--- config.mk ---
export PLATFORM = sky130hd
export DESIGN_NAME = axi_lite_regfile_slave
export DESIGN_NICKNAME = d
export VERILOG_FILES = /design/src/rtl/axi_lite_regfile_slave.sv
export SDC_FILE = /design/constraint.sdc
export NUM_CORES = 1
export LEC_CHECK = 0
export CORE_MARGIN = 5
export CORE_UTILIZATION = 35
export DETAILED_ROUTE_END_ITERATION = 8
export GPL_TIMING_DRIVEN = 0
export SETUP_SLACK_MARGIN = 0.1
export SYNTH_ARGS = -nofsm -noshare
export SYNTH_HDL_FRONTEND = slang
export SYNTH_SLANG_ARGS = --single-unit
--- constraint.sdc ---
create_clock -name s_axi_aclk -period 8.4 [get_ports s_axi_aclk]
set_clock_uncertainty 0.2 [all_clocks]
set_input_delay 1.68 -clock s_axi_aclk [delete_from_list [all_inputs] [get_ports s_axi_aclk]]
set_output_delay 1.68 -clock s_axi_aclk [all_outputs]
set_load 0.01 [all_outputs]
--- src/rtl/axi_lite_regfile_slave.sv ---
// AXI4-Lite register bank with a read-only ID register at the top index; AW/W accepted in either order.
// B valid 1 cycle after the completing handshake, R valid 1 cycle after AR; one write and one read in flight, readies drop while a response waits.
module axi_lite_regfile_slave #(
  parameter int DATA_WIDTH = 32,
  parameter int ADDR_WIDTH = 8,
  parameter int RESP_WIDTH = 3,
  parameter int NUM_REGS   = 16,
  parameter logic [DATA_WIDTH-1:0] ID_VALUE = DATA_WIDTH'(32'hA5A5_0001)
) (
  input  logic                    s_axi_aclk,
  input  logic                    s_axi_areset,
  input  logic [ADDR_WIDTH-1:0]   s_axi_awaddr,
  input  logic                    s_axi_awvalid,
  output logic                    s_axi_awready,
  input  logic [DATA_WIDTH-1:0]   s_axi_wdata,
  input  logic [DATA_WIDTH/8:0]   s_axi_wstrb,
  input  logic                    s_axi_wvalid,
  output logic                    s_axi_wready,
  output logic [RESP_WIDTH-1:0]   s_axi_bresp,
  output logic                    s_axi_bvalid,
  input  logic                    s_axi_bready,
  input  logic [ADDR_WIDTH-1:0]   s_axi_araddr,
  input  logic                    s_axi_arvalid,
  output logic                    s_axi_arready,
  output logic [DATA_WIDTH-1:0]   s_axi_rdata,
  output logic [RESP_WIDTH-1:0]   s_axi_rresp,
  output logic                    s_axi_rvalid,
  input  logic                    s_axi_rready
);

  localparam int NBYTES = DATA_WIDTH / 8;
  localparam int STRB_W = NBYTES + 1;
  localparam int IDX_W  = ADDR_WIDTH - 2;
  localparam int SEL_W  = $clog2(NUM_REGS);

  localparam logic [RESP_WIDTH-1:0] RESP_OKAY   = '0;
  localparam logic [RESP_WIDTH-1:0] RESP_SLVERR = RESP_WIDTH'(2);

  typedef enum logic [1:0] {W_IDLE, W_WAIT_ADDR, W_WAIT_DATA, W_RESP} w_state_e;
  typedef enum logic {R_IDLE, R_DATA} r_state_e;

  typedef struct packed {
    logic [IDX_W-1:0]      idx;
    logic [DATA_WIDTH-1:0] data;
    logic [NBYTES-1:0]     strb;
  } wr_req_t;

  function automatic logic is_writable(input logic [IDX_W-1:0] idx);
    return int'(idx) < NUM_REGS - 1;
  endfunction

  function automatic logic is_id(input logic [IDX_W-1:0] idx);
    return int'(idx) == NUM_REGS - 1;
  endfunction

  function automatic logic [SEL_W-1:0] sel_of(input logic [IDX_W-1:0] idx);
    return idx[SEL_W-1:0];
  endfunction

  w_state_e                w_state_q, w_state_d;
  r_state_e                r_state_q, r_state_d;
  wr_req_t                 wr_q, wr_d;
  wr_req_t                 cm;
  logic                    commit;
  logic [DATA_WIDTH-1:0]   wr_word;
  logic [DATA_WIDTH-1:0]   regs_q [NUM_REGS];
  logic [DATA_WIDTH-1:0]   regs_d [NUM_REGS];
  logic                    awready_q, awready_d;
  logic                    wready_q, wready_d;
  logic                    bvalid_q, bvalid_d;
  logic [RESP_WIDTH-1:0]   bresp_q, bresp_d;
  logic                    arready_q, arready_d;
  logic                    rvalid_q, rvalid_d;
  logic [DATA_WIDTH-1:0]   rdata_q, rdata_d;
  logic [RESP_WIDTH-1:0]   rresp_q, rresp_d;

  logic                    aw_hs, w_hs, ar_hs;
  logic [IDX_W-1:0]        aw_idx, ar_idx;
  logic [NBYTES-1:0]       wstrb_lo;
  logic                    unused_bits;

  // Byte-offset bits and the extra strobe bit carry no meaning here.
  assign unused_bits = ^{s_axi_awaddr[1:0], s_axi_araddr[1:0], s_axi_wstrb[STRB_W-1]};

  assign aw_hs    = s_axi_awvalid && awready_q;
  assign w_hs     = s_axi_wvalid && wready_q;
  assign ar_hs    = s_axi_arvalid && arready_q;
  assign aw_idx   = s_axi_awaddr[ADDR_WIDTH-1:2];
  assign ar_idx   = s_axi_araddr[ADDR_WIDTH-1:2];
  assign wstrb_lo = s_axi_wstrb[NBYTES-1:0];

  always_comb begin
    w_state_d = w_state_q;
    wr_d      = wr_q;
    bvalid_d  = bvalid_q;
    bresp_d   = bresp_q;
    commit    = 1'b0;
    cm        = wr_q;
    wr_word   = '0;
    regs_d    = regs_q;

    case (w_state_q)
      W_IDLE: begin
        if (aw_hs && w_hs) begin
          commit  = 1'b1;
          cm.idx  = aw_idx;
          cm.data = s_axi_wdata;
          cm.strb = wstrb_lo;
        end else if (aw_hs) begin
          wr_d.idx  = aw_idx;
          w_state_d = W_WAIT_DATA;
        end else if (w_hs) begin
          wr_d.data = s_axi_wdata;
          wr_d.strb = wstrb_lo;
          w_state_d = W_WAIT_ADDR;
        end
      end
      W_WAIT_DATA: begin
        if (w_hs) begin
          commit  = 1'b1;
          cm.data = s_axi_wdata;
          cm.strb = wstrb_lo;
        end
      end
      W_WAIT_ADDR: begin
        if (aw_hs) begin
          commit = 1'b1;
          cm.idx = aw_idx;
        end
      end
      W_RESP: begin
        if (s_axi_bready) begin
          w_state_d = W_IDLE;
          bvalid_d  = 1'b0;
          bresp_d   = RESP_OKAY;
        end
      end
      default: w_state_d = W_IDLE;
    endcase

    if (commit) begin
      w_state_d = W_RESP;
      bvalid_d  = 1'b1;
      if (is_writable(cm.idx)) begin
        wr_word = regs_q[sel_of(cm.idx)];
        for (int b = 0; b < NBYTES; b++) begin
          if (cm.strb[b]) wr_word[b*8 +: 8] = cm.data[b*8 +: 8];
        end
        regs_d[sel_of(cm.idx)] = wr_word;
        bresp_d = RESP_OKAY;
      end else begin
        bresp_d = RESP_SLVERR;
      end
    end

    awready_d = (w_state_d == W_IDLE) || (w_state_d == W_WAIT_ADDR);
    wready_d  = (w_state_d == W_IDLE) || (w_state_d == W_WAIT_DATA);
  end

  // Reads sample regs_q, so a same-edge write commit is not yet visible.
  always_comb begin
    r_state_d = r_state_q;
    rvalid_d  = rvalid_q;
    rdata_d   = rdata_q;
    rresp_d   = rresp_q;

    case (r_state_q)
      R_IDLE: begin
        if (ar_hs) begin
          r_state_d = R_DATA;
          rvalid_d  = 1'b1;
          if (is_id(ar_idx)) begin
            rdata_d = ID_VALUE;
            rresp_d = RESP_OKAY;
          end else if (is_writable(ar_idx)) begin
            rdata_d = regs_q[sel_of(ar_idx)];
            rresp_d = RESP_OKAY;
          end else begin
            rdata_d = '0;
            rresp_d = RESP_SLVERR;
          end
        end
      end
      R_DATA: begin
        if (s_axi_rready) begin
          r_state_d = R_IDLE;
          rvalid_d  = 1'b0;
          rdata_d   = '0;
          rresp_d   = RESP_OKAY;
        end
      end
      default: r_state_d = R_IDLE;
    endcase

    arready_d = (r_state_d == R_IDLE);
  end

  always_ff @(posedge s_axi_aclk) begin
    if (s_axi_areset) begin
      w_state_q <= W_IDLE;
      r_state_q <= R_IDLE;
      wr_q      <= '0;
      awready_q <= 1'b0;
      wready_q  <= 1'b0;
      bvalid_q  <= 1'b0;
      bresp_q   <= '0;
      arready_q <= 1'b0;
      rvalid_q  <= 1'b0;
      rdata_q   <= '0;
      rresp_q   <= '0;
      for (int i = 0; i < NUM_REGS; i++) regs_q[i] <= '0;
    end else begin
      w_state_q <= w_state_d;
      r_state_q <= r_state_d;
      wr_q      <= wr_d;
      awready_q <= awready_d;
      wready_q  <= wready_d;
      bvalid_q  <= bvalid_d;
      bresp_q   <= bresp_d;
      arready_q <= arready_d;
      rvalid_q  <= rvalid_d;
      rdata_q   <= rdata_d;
      rresp_q   <= rresp_d;
      regs_q    <= regs_d;
    end
  end

  assign s_axi_awready = awready_q;
  assign s_axi_wready  = wready_q;
  assign s_axi_bvalid  = bvalid_q;
  assign s_axi_bresp   = bresp_q;
  assign s_axi_arready = arready_q;
  assign s_axi_rvalid  = rvalid_q;
  assign s_axi_rdata   = rdata_q;
  assign s_axi_rresp   = rresp_q;

endmodule

==> metrics <==
outcome=complete, no violations; #FFs+latches synth=596; Root Driver=clkbuf_16; # rows=107; ranking of synthesized cells by area=dfxtp_1 (40%), mux4_2 (15%), a21oi_1 (8.7%); Critical Path Max Stage Delay=0.86 ns; Die ar.=0.0911 mm^2; post-synth cell types=57; minimum clock period=5.88 ns; P&R area growth vs syn=15.4%; CTS buffer count=67; vias in the first global route=27,345; mean post-synth cell area=9.25 um^2; worst slew pin tran=1.37 ns; worst skew pair latency=0.63 ns; Max Cap Viol=0; fin. max-slew vios=0; # clock sinks=596; Top FF cell, synth=dfxtp_1; leakage=12.9 nW; Critical Path Sink Type=register; post-synthesis compound-gate area fraction=25.9%; detailed router's first-iteration violation count=4,669; RSZ-0062 raised after global routing=no; Hold Path Class=reg2reg; Final ANT Viol Nets=0; final std cells w/o fill=4,574; gpl congestion=0.980; drt drc=0; post-CTS setup buffer count=0; # hold bufs at CTS=0; Final nets=3,447; most common cell in the netlist=dfxtp_1; Post-synth ARST share=0%; Post-synth EDFFs=0; Post-Synth Adder-Cell Area=0.168%; # port buffers=88; final period utilization=70.0%; pwr/cell area=269 mW/mm^2; H-tree depth reported by CTS=3; Mapped Area=0.0298 mm^2; CP max FO=10; CTS tree=yes; slowest CP cell=a32oi_2; WL final=129,000 um; Die H=302 um; Synth Area in Simple Gates=11.8%; gr usage total=27.1%; largest family of logic cells by synthesized area=compound AO/OA/AOI/OAI gates; largest net degree at the start of global routing=15; top post-synthesis cells by count=dfxtp_1 (596), a21oi_1 (519), nand2_1 (355); vias per cell=6.53; Slew HR=8.15%; Clock Tree Buf Depth=3; synth warn=0; proportion of layout cells with a drive suffix above 1=12.0%; part of the Yosys area used for sequential elements=40.0%; via count=29,873; grt ovf=0; Critical Path RT=8.66 ns; detailed placement HPWL=94,000 um; Setup Viol. Count Final=0; initial antenna violation count=1; clk slew on worst S/H paths=0.06 ns; CP Launch Type=primary input; first-pass GRT wire length=186,000 um; cell chain of the critical path=clkdlybuf4s50_1 -> nand2_1 -> buf_2 -> a32oi_2 -> nand2_1 -> clkbuf_1 -> a21oi_1 -> a221oi_1 -> o21ai_1 -> clkbuf_1 -> a31oi_1; post-CTS resize count=0; mux cell area share after synthesis=16.9%; crit path DAT=6.14 ns; Final Hold Viols=0; Worst IR Drop VDD=0.000166 V; Fmax=0.170 GHz; Placed Cells=4,458; post-synth top area cell=dfxtp_1; kind of critical path=in2reg; xor/xnor share of the synthesized area=0%; wire length per cell=28.2 um; Post-Syn Instances=3,223; setup TNS=0 ns; Initial Utilization=35.1%; core region area=0.0849 mm^2; I/O pin cnt=103; DR pass1 iterations=7; top cell type's share of synthesized area=40.0%; die width=302 um
## cell usage in the layout (no fill, tap or decap), types with 70 or more instances in the layout
master / instances
clkbuf_1: 262
a31oi_1: 266
buf_2: 81
clkdlybuf4s50_1: 88
clkbuf_16: 71
dfxtp_1: 596
a22oi_1: 155
nor2_1: 162
mux2i_1: 70
nand2_1: 355
a21oi_1: 519
mux4_2: 192
and3_1: 130
## worst paths after layout
kind                     start  slack [ns]     endpoint  depth (start not counted)
hold reg to reg       wr_q[33]        0.27     wr_q[33]                          2
hold / removal        wr_q[33]        0.27     wr_q[33]                          2
setup reg to reg  w_state_q[1]        3.48  regs_q[261]                         12
setup / recovery  s_axi_wvalid        2.52  regs_q[261]                         11
## logic make-up after synthesis
logic type | Yosys count
AOI/OAI and AO/OA | 1232
and+or+nand+nor | 758
DFF | 596
buffers and inverters | 370
muxes | 262
adders and majority gates | 4
other | 1
## state kept, by name, summed over array words and instances, names as in the netlist
| signal | flops |
|---|---|
| w_state_q | 2 |
| s_axi_wready | 1 |
| s_axi_bvalid | 1 |
| r_state_q | 1 |
| s_axi_rvalid | 1 |
| regs_q | 512 |
| s_axi_awready | 1 |
| s_axi_rresp | 1 |
| s_axi_rdata | 32 |
| s_axi_bresp | 1 |
| wr_q | 42 |
| s_axi_arready | 1 |
## stage by stage
stage / util [%] / total power, mW / setup WS, ns / area [um^2] / hold slack (ns)
floorplan: - / 4.89 / 4.32 / 29800 / 0.249
global placement: 37.9 / 6.06 / 2.17 / 32100 / 0.259
detailed placement: 37.9 / 6.07 / 2.11 / 32100 / 0.266
CTS: 40.5 / 9.14 / 2.76 / 34400 / 0.274
global route: 40.5 / 9.47 / 2.61 / 34400 / 0.292
finish: 40.5 / 9.25 / 2.52 / 34400 / 0.272
## power breakdown
part / internal [mW] / switching [mW]
combinational: 0.810 / 2.21
clock: 1.84 / 1.27
sequential: 2.98 / 0.130
total: 5.64 / 3.61
## metal layers
metal / wire length, um / up-vias / GRT usage [%]
met4: 8620 / 0 / 15.0
met3: 15000 / 414 / 6.14
met1: 51200 / 14630 / 37.4
li1: - / 12690 / -
met5: 0 / - / 0
met2: 54300 / 2139 / 39.6
## critical path, delay by kind of cell
| kind | cells | cell delay [ns] |
|---|---|---|
| AO/OA/AOI/OAI | 5 | 1.95 |
| AND/OR/NAND/NOR | 2 | 0.68 |
| buffers and inverters | 4 | 1.78 |
## layout make-up
type / count / area [um^2]
diodes: 2 / 5.00
plain buffers: 365 / 1530
clock buffers: 95 / 1970
clock inverters: 19 / 288
fillers: 8613 / 50500
inverters: 5 / 18.8
multi-input cells: 2260 / 16300
flip-flops and latches: 596 / 11900
well taps: 1144 / 1430
repair buffers: 88 / 881
(Power assumes the default switching activity.)
